$ cat config.mk
export PLATFORM = sky130hd
export DESIGN_NAME = cdb_arbiter
export DESIGN_NICKNAME = d
export VERILOG_FILES = /design/src/rtl/cdb_arbiter.sv
export SDC_FILE = /design/constraint.sdc
export NUM_CORES = 1
export LEC_CHECK = 0
export ABC_CLOCK_PERIOD_IN_PS = 16850
export CORE_MARGIN = 3
export CORE_UTILIZATION = 55
export CTS_BUF_LIST = sky130_fd_sc_hd__clkbuf_8
export DETAILED_ROUTE_END_ITERATION = 6
export PLACE_DENSITY = 0.88
export SETUP_SLACK_MARGIN = 0.4
export SLEW_MARGIN = 20
export SYNTH_ARGS = -nofsm -noshare
export SYNTH_HDL_FRONTEND = slang
export SYNTH_SLANG_ARGS = --single-unit
$ cat constraint.sdc
create_clock -name clk -period 16.85 [get_ports clk]
set_input_delay 2.5275 -clock clk [delete_from_list [all_inputs] [get_ports clk]]
set_output_delay 2.5275 -clock clk [all_outputs]
set_load 0.01 [all_outputs]
$ cat src/rtl/cdb_arbiter.sv
// Round-robin write-back arbiter: up to CDB_WIDTH of PORT_COUNT result FIFOs onto a registered CDB.
// Optional per-port grant/stall counters are built when CDB_ARB_PERF_CNT_EN is defined.
module cdb_arbiter #(
  parameter int unsigned PORT_COUNT = 4,
  parameter int unsigned CDB_WIDTH  = 2,
  parameter int unsigned DATA_W     = 64,
  parameter int unsigned PTR_W      = (PORT_COUNT > 1) ? $clog2(PORT_COUNT) : 1
) (
  input  logic                         clk,
  input  logic                         rst_n,
  input  logic                         flush_i,
  input  logic [PORT_COUNT-1:0]        fifo_valid_i,
  output logic [PORT_COUNT-1:0]        fifo_ready_o,
  input  logic [PORT_COUNT*DATA_W-1:0] fifo_data_i,
  output logic [CDB_WIDTH-1:0]         cdb_valid_o,
  output logic [CDB_WIDTH*DATA_W-1:0]  cdb_data_o,
  output logic [CDB_WIDTH*PTR_W-1:0]   cdb_port_o
`ifdef CDB_ARB_PERF_CNT_EN
  ,
  output logic [PORT_COUNT*32-1:0]     perf_grant_cnt_o,
  output logic [PORT_COUNT*32-1:0]     perf_stall_cnt_o
`endif
);

  logic [PORT_COUNT-1:0]        grant;
  logic [PTR_W-1:0]             rr_ptr_q, rr_ptr_d;
  logic [CDB_WIDTH-1:0]         cdb_valid_q, cdb_valid_d;
  logic [CDB_WIDTH*DATA_W-1:0]  cdb_data_q, cdb_data_d;
  logic [CDB_WIDTH*PTR_W-1:0]   cdb_port_q, cdb_port_d;
  int unsigned                  scan_idx;
  int unsigned                  scan_n;

  // Pops are suppressed during flush and while reset is held.
  assign fifo_ready_o = grant & {PORT_COUNT{rst_n & ~flush_i}};

  always_comb begin
    grant       = '0;
    rr_ptr_d    = rr_ptr_q;
    cdb_valid_d = '0;
    cdb_data_d  = cdb_data_q;
    cdb_port_d  = cdb_port_q;
    scan_idx    = 0;
    scan_n      = 0;
    for (int unsigned k = 0; k < PORT_COUNT; k++) begin
      scan_idx = (32'(rr_ptr_q) + k) % PORT_COUNT;
      if (fifo_valid_i[scan_idx] && (scan_n < CDB_WIDTH)) begin
        grant[scan_idx]                          = 1'b1;
        cdb_valid_d[scan_n]                      = 1'b1;
        cdb_data_d[scan_n*DATA_W +: DATA_W]      = fifo_data_i[scan_idx*DATA_W +: DATA_W];
        cdb_port_d[scan_n*PTR_W +: PTR_W]        = PTR_W'(scan_idx);
        rr_ptr_d                                 = PTR_W'((scan_idx + 1) % PORT_COUNT);
        scan_n                                   = scan_n + 1;
      end
    end
    if (flush_i) begin
      cdb_valid_d = '0;
      cdb_data_d  = cdb_data_q;
      cdb_port_d  = cdb_port_q;
      rr_ptr_d    = '0;
    end
  end

  always_ff @(posedge clk or negedge rst_n) begin
    if (!rst_n) begin
      rr_ptr_q    <= '0;
      cdb_valid_q <= '0;
      cdb_data_q  <= '0;
      cdb_port_q  <= '0;
    end else begin
      rr_ptr_q    <= rr_ptr_d;
      cdb_valid_q <= cdb_valid_d;
      cdb_data_q  <= cdb_data_d;
      cdb_port_q  <= cdb_port_d;
    end
  end

  assign cdb_valid_o = cdb_valid_q;
  assign cdb_data_o  = cdb_data_q;
  assign cdb_port_o  = cdb_port_q;

`ifdef CDB_ARB_PERF_CNT_EN
  logic [31:0] grant_cnt_q [PORT_COUNT];
  logic [31:0] stall_cnt_q [PORT_COUNT];

  always_ff @(posedge clk or negedge rst_n) begin
    if (!rst_n) begin
      for (int unsigned p = 0; p < PORT_COUNT; p++) begin
        grant_cnt_q[p] <= '0;
        stall_cnt_q[p] <= '0;
      end
    end else begin
      for (int unsigned p = 0; p < PORT_COUNT; p++) begin
        if (fifo_valid_i[p] && fifo_ready_o[p]) begin
          grant_cnt_q[p] <= grant_cnt_q[p] + 32'd1;
        end else if (fifo_valid_i[p] && !flush_i) begin
          stall_cnt_q[p] <= stall_cnt_q[p] + 32'd1;
        end
      end
    end
  end

  always_comb begin
    perf_grant_cnt_o = '0;
    perf_stall_cnt_o = '0;
    for (int unsigned p = 0; p < PORT_COUNT; p++) begin
      perf_grant_cnt_o[p*32 +: 32] = grant_cnt_q[p];
      perf_stall_cnt_o[p*32 +: 32] = stall_cnt_q[p];
    end
  end
`endif

endmodule
**Word-level counts from Yosys, hierarchy flattened**

Cells that the tools add are included.

- Register bits after elaboration: 136
- Bits in latches: 0
- Memory bits (writable): 0
- Memory bits (read-only): 0
- Input bits: 263
- Output and inout port bits: 138
- Word-level logic and storage cells: 124
- Memories: 0

- $add $sub $neg: 14
- $mul: 0
- Div/mod/pow operators: 0
- Magnitude comparators: 17
- Eq/ne operators: 0
- Shift operators: 16
- Mux-type cells: 53
- Bitwise operators: 9
- Reductions and logical operators: 11

Operators with widths:

| cell | number |
|---|---|
| $shiftx A256 B9 Y64 | 4 |
| $bwmux W128 | 3 |
| $mux W128 | 3 |
| $shift A64 B34 Y128 const A | 3 |
| $shiftx A64 B34 Y128 | 3 |
| $neg A32 Y34 | 6 |
| $lt A32 B2 Y1 const B | 6 |
| $shift A2 B34 Y4 const A | 3 |
| $shiftx A2 B34 Y4 | 3 |
| $ge A32 B1 Y1 const B | 3 |
| $add A32 B1 Y32 const B | 2 |
| $mux W32 | 2 |
| $mux W64 | 1 |
| $mux W4 | 7 |
| $mux W2 | 10 |
| $mux W1 | 13 |
| $bwmux W4 | 3 |
| $lt A2 B3 Y1 const B | 4 |
| $or A4 B4 Y4 | 3 |
| $logic_and A1 B1 Y1 | 10 |
| $add A2 B1 Y2 const B | 4 |
| $bmux W1 S2 | 4 |
| $demux W1 S2 | 4 |
| $ge A2 B1 Y1 const B | 4 |
| 8 further kinds | 12 |

**Logic depth before layout (Yosys ltp)**

Gate-level depths: netlist of run 1.

- Word-level depth: 16
- Gate-level depth with buffers: 24
- Mapped depth without buffers: 15

**Least setup slack after synthesis of run 1**

Ideal clock, no wire load.

- Kind: input port to output port
- From: input port fifo_valid_i[1]
- To: output port fifo_ready_o[0]
- Arrival time: 5,215 ps
- Data required time: 14,322 ps
- Path slack: 9,107 ps
- Stages on the path: 12
- Path through: clkbuf_1 > mux4_2 > clkbuf_1 > buf_1 > ha_1 > inv_1 > nand2_1 > inv_1 > fa_1 > nor2b_1 > nand2_1 > a21oi_1

- Word-level cells in the longest chain between the ends: 13
- Elaborated cells between the ends (all ways): 27
- Classes of those cells: 2 x add/sub; 3 x order compare; 15 x mux; 4 x bitwise; 3 x reduce/logical

RTL lines:

| element | RTL line | text |
|---|---|---|
| from (decl) | 12 | `input logic [PORT_COUNT-1:0] fifo_valid_i,` |
| $bmux W1 S2 | 46 | `if (fifo_valid_i[scan_idx] && (scan_n < CDB_WIDTH)) begin` |
| $mux W1 (implied by the code) | 46 |  |
| $mux W1 | 46 |  |
| $lt A32 B2 Y1 | 46 |  |
| $logic_and A1 B1 Y1 | 46 |  |
| $mux W32 | 46 |  |
| $lt A32 B2 Y1 | 46 |  |
| $logic_and A1 B1 Y1 | 46 |  |
| $mux W32 | 46 |  |
| $lt A32 B2 Y1 | 46 |  |
| $logic_and A1 B1 Y1 | 46 |  |
| $mux W4 (*) | 46 |  |
| $and A4 B4 Y4 (*) | 34 | `assign fifo_ready_o = grant & {PORT_COUNT{rst_n & ~flush_i}};` |
| to (decl) | 13 | `output logic [PORT_COUNT-1:0] fifo_ready_o,` |

Mark *: on every way between the ends. The rest lies on a longest branch, timed or not. The select of a mux whose other input is x is not followed.

**Worst setup path after layout of run 1**

- From: input port fifo_valid_i[3]
- To: output port fifo_ready_o[0]

Same word-level chain as after synthesis.

==> results of run 1 <==
registers in the layout (all words and copies together), names as in the netlist:
register,count
cdb_valid_o,2
rr_ptr_q,2
cdb_port_o,4
cdb_data_o,128
cell usage after synthesis, drive strengths merged (2+ instances only):
cell       n  area (µm²)
a211oi     2       15.01
a21o       2       15.01
a21oi    108       544.3
a221oi    32       349.1
a222oi     5       50.05
a22oi    128       960.9
a2bb2oi   15       131.4
a311oi     2       17.52
a31oi      3       18.77
a32oi      2       17.52
and2       4       27.53
and3      16       100.1
buf       69       372.9
clkbuf   122       457.9
clkinv     2       7.510
dfrtp    136        3403
ha        10       125.1
inv       25       93.84
mux2      52       585.6
mux2i     52       520.5
mux4     258        5811
nand2     80       300.3
nand2b     4       25.02
nand3      8       40.04
nor2      56       212.7
nor2b     61       381.6
nor3       3       15.01
o211ai     4       30.03
o21ai     52       264.0
o31ai     16       120.1
o32ai     99       867.1
or2       49       306.5
critical path, stage by stage:
cell	delay (ns)
clkdlybuf4s50_1	1.08
mux4_4	1.04
ha_1	0.33
inv_1	0.13
nand2_1	0.19
inv_1	0.18
fa_1	0.43
nor2b_1	0.46
nand2_1	0.10
a21oi_1	0.20
clkdlybuf4s50_1	0.56
per-stage QoR:
| stage | instances | hold WS (ns) | worst slack [ns] | area [µm²] | power (W) |
|---|---|---|---|---|---|
| after floorplan | 1493 | 0.5577 | 9.107 | 16350 | 0.002418 |
| after global placement | 2108 | 0.5210 | 7.425 | 20260 | 0.003220 |
| after detailed placement | 2108 | 0.5463 | 7.257 | 20260 | 0.003290 |
| after CTS | 2139 | 0.5590 | 7.272 | 20690 | 0.003617 |
| after global routing | 2140 | 0.5859 | 6.923 | 20700 | 0.003871 |
| final | 2140 | 0.5621 | 7.067 | 20700 | 0.003671 |
final cells by class:
type / instances / area, µm²
clock buffer: 17 / 234.0
fill: 2060 / 8314
antenna: 1 / 2.502
tap: 384 / 480.5
timing repair buffer: 422 / 4175
clock inverter: 14 / 196.4
multi-input combinational: 1139 / 12090
sequential: 136 / 3411
inverter: 27 / 106.4
power breakdown:
group | switching (W) | internal (W) | leakage (nW)
Combinational | 0.00137 | 0.00130 | 5.54
Sequential | 0.000197 | 0.000494 | 1.53
Clock | 0.000152 | 0.000162 | 0.215
Total | 0.00172 | 0.00195 | 7.29
layer usage:
metal	track usage, %	up-vias
li1	-	6686
met3	8.493	263
met2	59.82	1567
met5	0	-
met4	18.18	0
met1	46.87	8162
worst min path at each step:
stage                               startpoint                    endpoint  slack [ns]  depth (start not counted)
CTS                 cdb_data_o[24]$_DFFE_PN0N_  cdb_data_o[24]$_DFFE_PN0N_        0.56                          2
global route         cdb_port_o[3]$_DFFE_PN0N_   cdb_port_o[3]$_DFFE_PN0N_        0.59                          2
global placement     cdb_port_o[3]$_DFFE_PN0N_   cdb_port_o[3]$_DFFE_PN0N_        0.52                          2
detailed placement   cdb_port_o[3]$_DFFE_PN0N_   cdb_port_o[3]$_DFFE_PN0N_        0.55                          2
floorplan            cdb_port_o[3]$_DFFE_PN0N_   cdb_port_o[3]$_DFFE_PN0N_        0.56                          2
finish              cdb_data_o[37]$_DFFE_PN0N_  cdb_data_o[37]$_DFFE_PN0N_        0.56                          2
cells by family (layout without fill, tap and decap cells):
| logic type | count (synthesis) | in the layout |
|---|---|---|
| and+or+nand+nor | 285 | 285 |
| buffers and inverters | 218 | 480 |
| adders and majority gates | 11 | 11 |
| DFF | 136 | 136 |
| muxes | 362 | 362 |
| AOI/OAI and AO/OA | 480 | 480 |
| other | 1 | 2 |
==> qor.yml, run 1 <==
die_y_um: 178.4
cts_made_buffers: 17
top_layer_used: "met4"
hp-class: "flop to flop"
first_pass_iters: 7
met2_length_mm: 29.05
mostFrequentLayoutCells: "clkdlybuf4s50_1, mux4_2, dfrtp_1, a22oi_1, a21oi_1"
fin_skew_ns: 0.01657
setup_viol: 0
drt.antenna.violating_nets: 0
worstPathRequired_ns: 14.32
synthMuxAreaShare_pct: 42.29
crit_arrival_ns: 7.26
path_clk_slew_ns: 0.09
synth_flop_cell: "dfrtp_1"
grt_use_total_pct: 36.92
r2r-end: "cdb_data_o[10]$_DFFE_PN0N_"
synthSimpleGateAreaFrac_pct: 8.829
io_pins: 401
io_buffers: 400
num-nets-final: 2017
crit_start: "fifo_valid_i[3]"
post-cts-setup-buffers: 0
period_minus_slack_ns: 9.783
synth_nets: 1767
num_rows: 62
die-area_mm2: 0.03184
fmax_ghz: 0.1022
vdd_drop_max_mv: 0.1578
grt_max_degree: 104
drt-met1-wl_mm: 20.01
grt_pass1_vias: 16753
cts_buffer_depth: 2
layout_commonest_cell: "clkdlybuf4s50_1"
worstMarginPinSlew_ns: 1.209
fin_util_pct: 71.34
wl_met3_mm: 8.066
leakage_nw: 7.290
maxCapViolations: 0
avgSynthCellArea_um2: 10.95
ys_warn_count: 0
synth_top_family_by_area: "multiplexers"
worstSetupPathType: "primary input to primary output"
drive_above_1_share_pct: 25.24
clkSinkCount: 136
postSynthRegisterBits: 136
grt_pass1_wl_mm: 92.36
synth_cell_types: 56
gp_congestion: 0.8942
synth_area_mm2: 0.01635
routed_wl_mm: 60.02
synth-async-reset-ratio_pct: 100.0
period_share_pct: 58.06
synth_adder_area_share_pct: 0.8875
clkLatencyLatePin_ns: 0.46
endpoint: "fifo_ready_o[0]"
slew_headroom_pct: 19.34
hpwl_mm: 38.01
overflow: 0
timing.final.max_slew_violations: 0
core_mm2: 0.02901
rsz0062_at_grt: "no"
synth-compound-area-share_pct: 21.46
antenna_found_initial: 1
die_x_um: 178.4
cts.htree.levels: 4
routed_via_density: 7.793
r2r-start: "rr_ptr_q[0]$_DFFE_PN0P_"
synth_xor_area_share_pct: 0
start_kind: "primary input"
syn_inst: 1493
cts_hold_buf: 0
wl_per_cell_um: 28.04
r2r_cells: 15
status: "finished, violations left"
crit_fanout: 43
powerDensity_mw_per_mm2: 177.4
drc: 29
hold_violations: 0
violations: "design-rule violations"
cts-resized-gates: 0
cts_tree: "built"
dr.first_iter.drc_count: 2521
area.growth.synth_to_final_pct: 26.56
synth_edf_count: 0
fin_tns_setup_ns: 0
reg2reg_slack_ns: 9.36
ctsRootBufferMaster: "clkbuf_8"
critPathCaptureType: "primary output"
via_count: 16678
seq_area_frac_synth_pct: 20.81
start_util_pct: 56.37
Power figures use the tool's default switching activity.
==> run 2, diff against run 1 <==
- ABC_CLOCK_PERIOD_IN_PS: 16850 -> 9200
- CORE_UTILIZATION: 55 -> 52
- PLACE_DENSITY: 0.88 -> 0.84
- clock period: 16.85 -> 9.2 ns (I/O delays scaled with it)
==> run 2 against run 1 <==
The run now ends clean. Worst setup slack worse by 5.3 ns. Final cell count up 0.65%. Sequential power grew 82%. Combinational power increased by 84%. Sequential cell count unchanged. Clock-buffer cell count up 1.
==> qor.yml, run 2 (synthesis results as in run 1) <==
status: "finished, final reports clean"
dr.first_iter.drc_count: 2178
hpwl_mm: 38.82
mostFrequentLayoutCells: "clkdlybuf4s50_1, mux4_2, dfrtp_1, a22oi_1, a21oi_1"
timing.final.max_slew_violations: 0
fmax_ghz: 0.1343
fillerInstances: 2272
period_share_pct: 80.96
endpoint: "fifo_ready_o[1]"
path_clk_slew_ns: 0.10
start_util_pct: 53.05
ctsRootBufferMaster: "clkbuf_8"
powerDensity_mw_per_mm2: 323.1
worstPathRequired_ns: 7.82
worstSetupPathType: "primary input to primary output"
die_x_um: 183.3
grt_use_total_pct: 34.32
leakage_nw: 7.293
fin_skew_ns: 0.01708
clkSinkCount: 136
core_mm2: 0.03083
grt_pass1_vias: 16468
routed_wl_mm: 59.56
layout_commonest_cell: "clkdlybuf4s50_1"
drt.antenna.violating_nets: 0
r2r-end: "cdb_data_o[41]$_DFFE_PN0N_"
crit_chain: "clkdlybuf4s50_1 -> mux4_4 -> ha_1 -> inv_1 -> nand2_1 -> inv_1 -> fa_1 -> nor2b_1 -> nand2_1 -> a21oi_1 -> clkdlybuf4s50_1"
maxCapViolations: 0
die_y_um: 183.3
cpPeakStageDelay_ns: 1.05
num-nets-final: 2017
grt_max_degree: 156
crit_arrival_ns: 6.07
fin_tns_setup_ns: 0
vdd_drop_max_mv: 0.2524
drt-met1-wl_mm: 20.96
gp_congestion: 0.9043
critPathCaptureType: "primary output"
wl_per_cell_um: 27.65
period_minus_slack_ns: 7.448
start_kind: "primary input"
area.growth.synth_to_final_pct: 26.82
top_layer_used: "met4"
overflow: 0
r2r-start: "rr_ptr_q[0]$_DFFE_PN0P_"
min-delay-start: "cdb_data_o[38]$_DFFE_PN0N_"
antenna_found_initial: 2
crit_start: "fifo_valid_i[3]"
reg2reg_slack_ns: 2.09
cts_tree: "built"
seqCellArea_mm2: 0.003411
clkLatencyLatePin_ns: 0.46
setup_viol: 0
drc: 0
grt_pass1_wl_mm: 91.29
io_buffers: 400
hp-class: "flop to flop"
worstMarginPinSlew_ns: 1.194
placed_cell_area_mm2: 0.02029
multi_input_area_mm2: 0.01209
cts_buffer_depth: 2
cts_hold_buf: 0
drive_above_1_share_pct: 25.34
largest_reg_flops: 128
die-area_mm2: 0.03362
io_pins: 401
cts.htree.levels: 4
rsz0062_at_grt: "no"
cts_made_buffers: 17
routed_via_density: 7.607
cts-resized-gates: 0
via_count: 16385
wl_met3_mm: 6.900
r2r_cells: 15
post-cts-setup-buffers: 0
crit_fanout: 39
num_rows: 64
hold_violations: 0
met2_length_mm: 28.46
first_pass_iters: 6
cp_slowest_cell: "clkdlybuf4s50_1"
slew_headroom_pct: 20.33
design_area_mm2: 0.02074
[run 2: changes by cell type in the layout (fill, tap and decap cells not counted), sizes merged]
cell	delta
diode	+1
clkinv	+1
inv	+1
clkbuf	+1
bufinv	-2
[run 2: worst min path at each step]
| stage | cells past startpoint | slack (ns) | endpoint |
|---|---|---|---|
| after floorplan | 2 | 0.56 | cdb_port_o[3]$_DFFE_PN0N_ |
| after global placement | 2 | 0.55 | cdb_data_o[17]$_DFFE_PN0N_ |
| after detailed placement | 2 | 0.56 | cdb_data_o[28]$_DFFE_PN0N_ |
| after CTS | 2 | 0.57 | cdb_data_o[28]$_DFFE_PN0N_ |
| after global routing | 2 | 0.60 | cdb_data_o[44]$_DFFE_PN0N_ |
| final | 2 | 0.57 | cdb_data_o[38]$_DFFE_PN0N_ |
[run 2: cell type report]
cell class,instances,area share (%)
antenna,2,0.02413
clock buffer,18,1.194
clock inverter,14,0.7903
inverter,27,0.5128
multi-input combinational,1139,58.31
sequential,136,16.45
tap,396,2.389
timing repair buffer,422,20.33
[run 2: metal layers]
metal,global-route usage [%],vias to the layer above
met5,0,-
met4,17.43,0
met3,7.596,236
met2,54.74,1391
met1,44.57,8071
li1,-,6687
[run 2: worst max-delay path, delay by kind of cell]
family | cells | cell delay [ns]
AOI/OAI and AO/OA | 1 | 0.20
buffers and inverters | 4 | 1.90
adders and majority gates | 2 | 0.75
muxes | 1 | 0.99
and+or+nand+nor | 3 | 0.82
[run 2: power breakdown]
group          internal, W  switching (W)  total, W
Clock             0.000256       0.000283  0.000539
Combinational      0.00239        0.00251   0.00490
Sequential        0.000904       0.000358   0.00126
[run 2: per-stage QoR]
step           total power [W]  hold slack, ns  setup WS (ns)  utilization [%]  std cells
2_1_floorplan         0.004428          0.5577          3.258                -       1493
3_3_place_gp          0.005924          0.5472          1.956            65.82       2119
6_report              0.006702          0.5734          1.752            67.27       2154
5_1_grt               0.007087          0.5964          1.545            67.27       2154
3_5_place_dp          0.006070          0.5560          1.760            65.82       2119
4_1_cts               0.006634          0.5702          1.848            67.16       2151
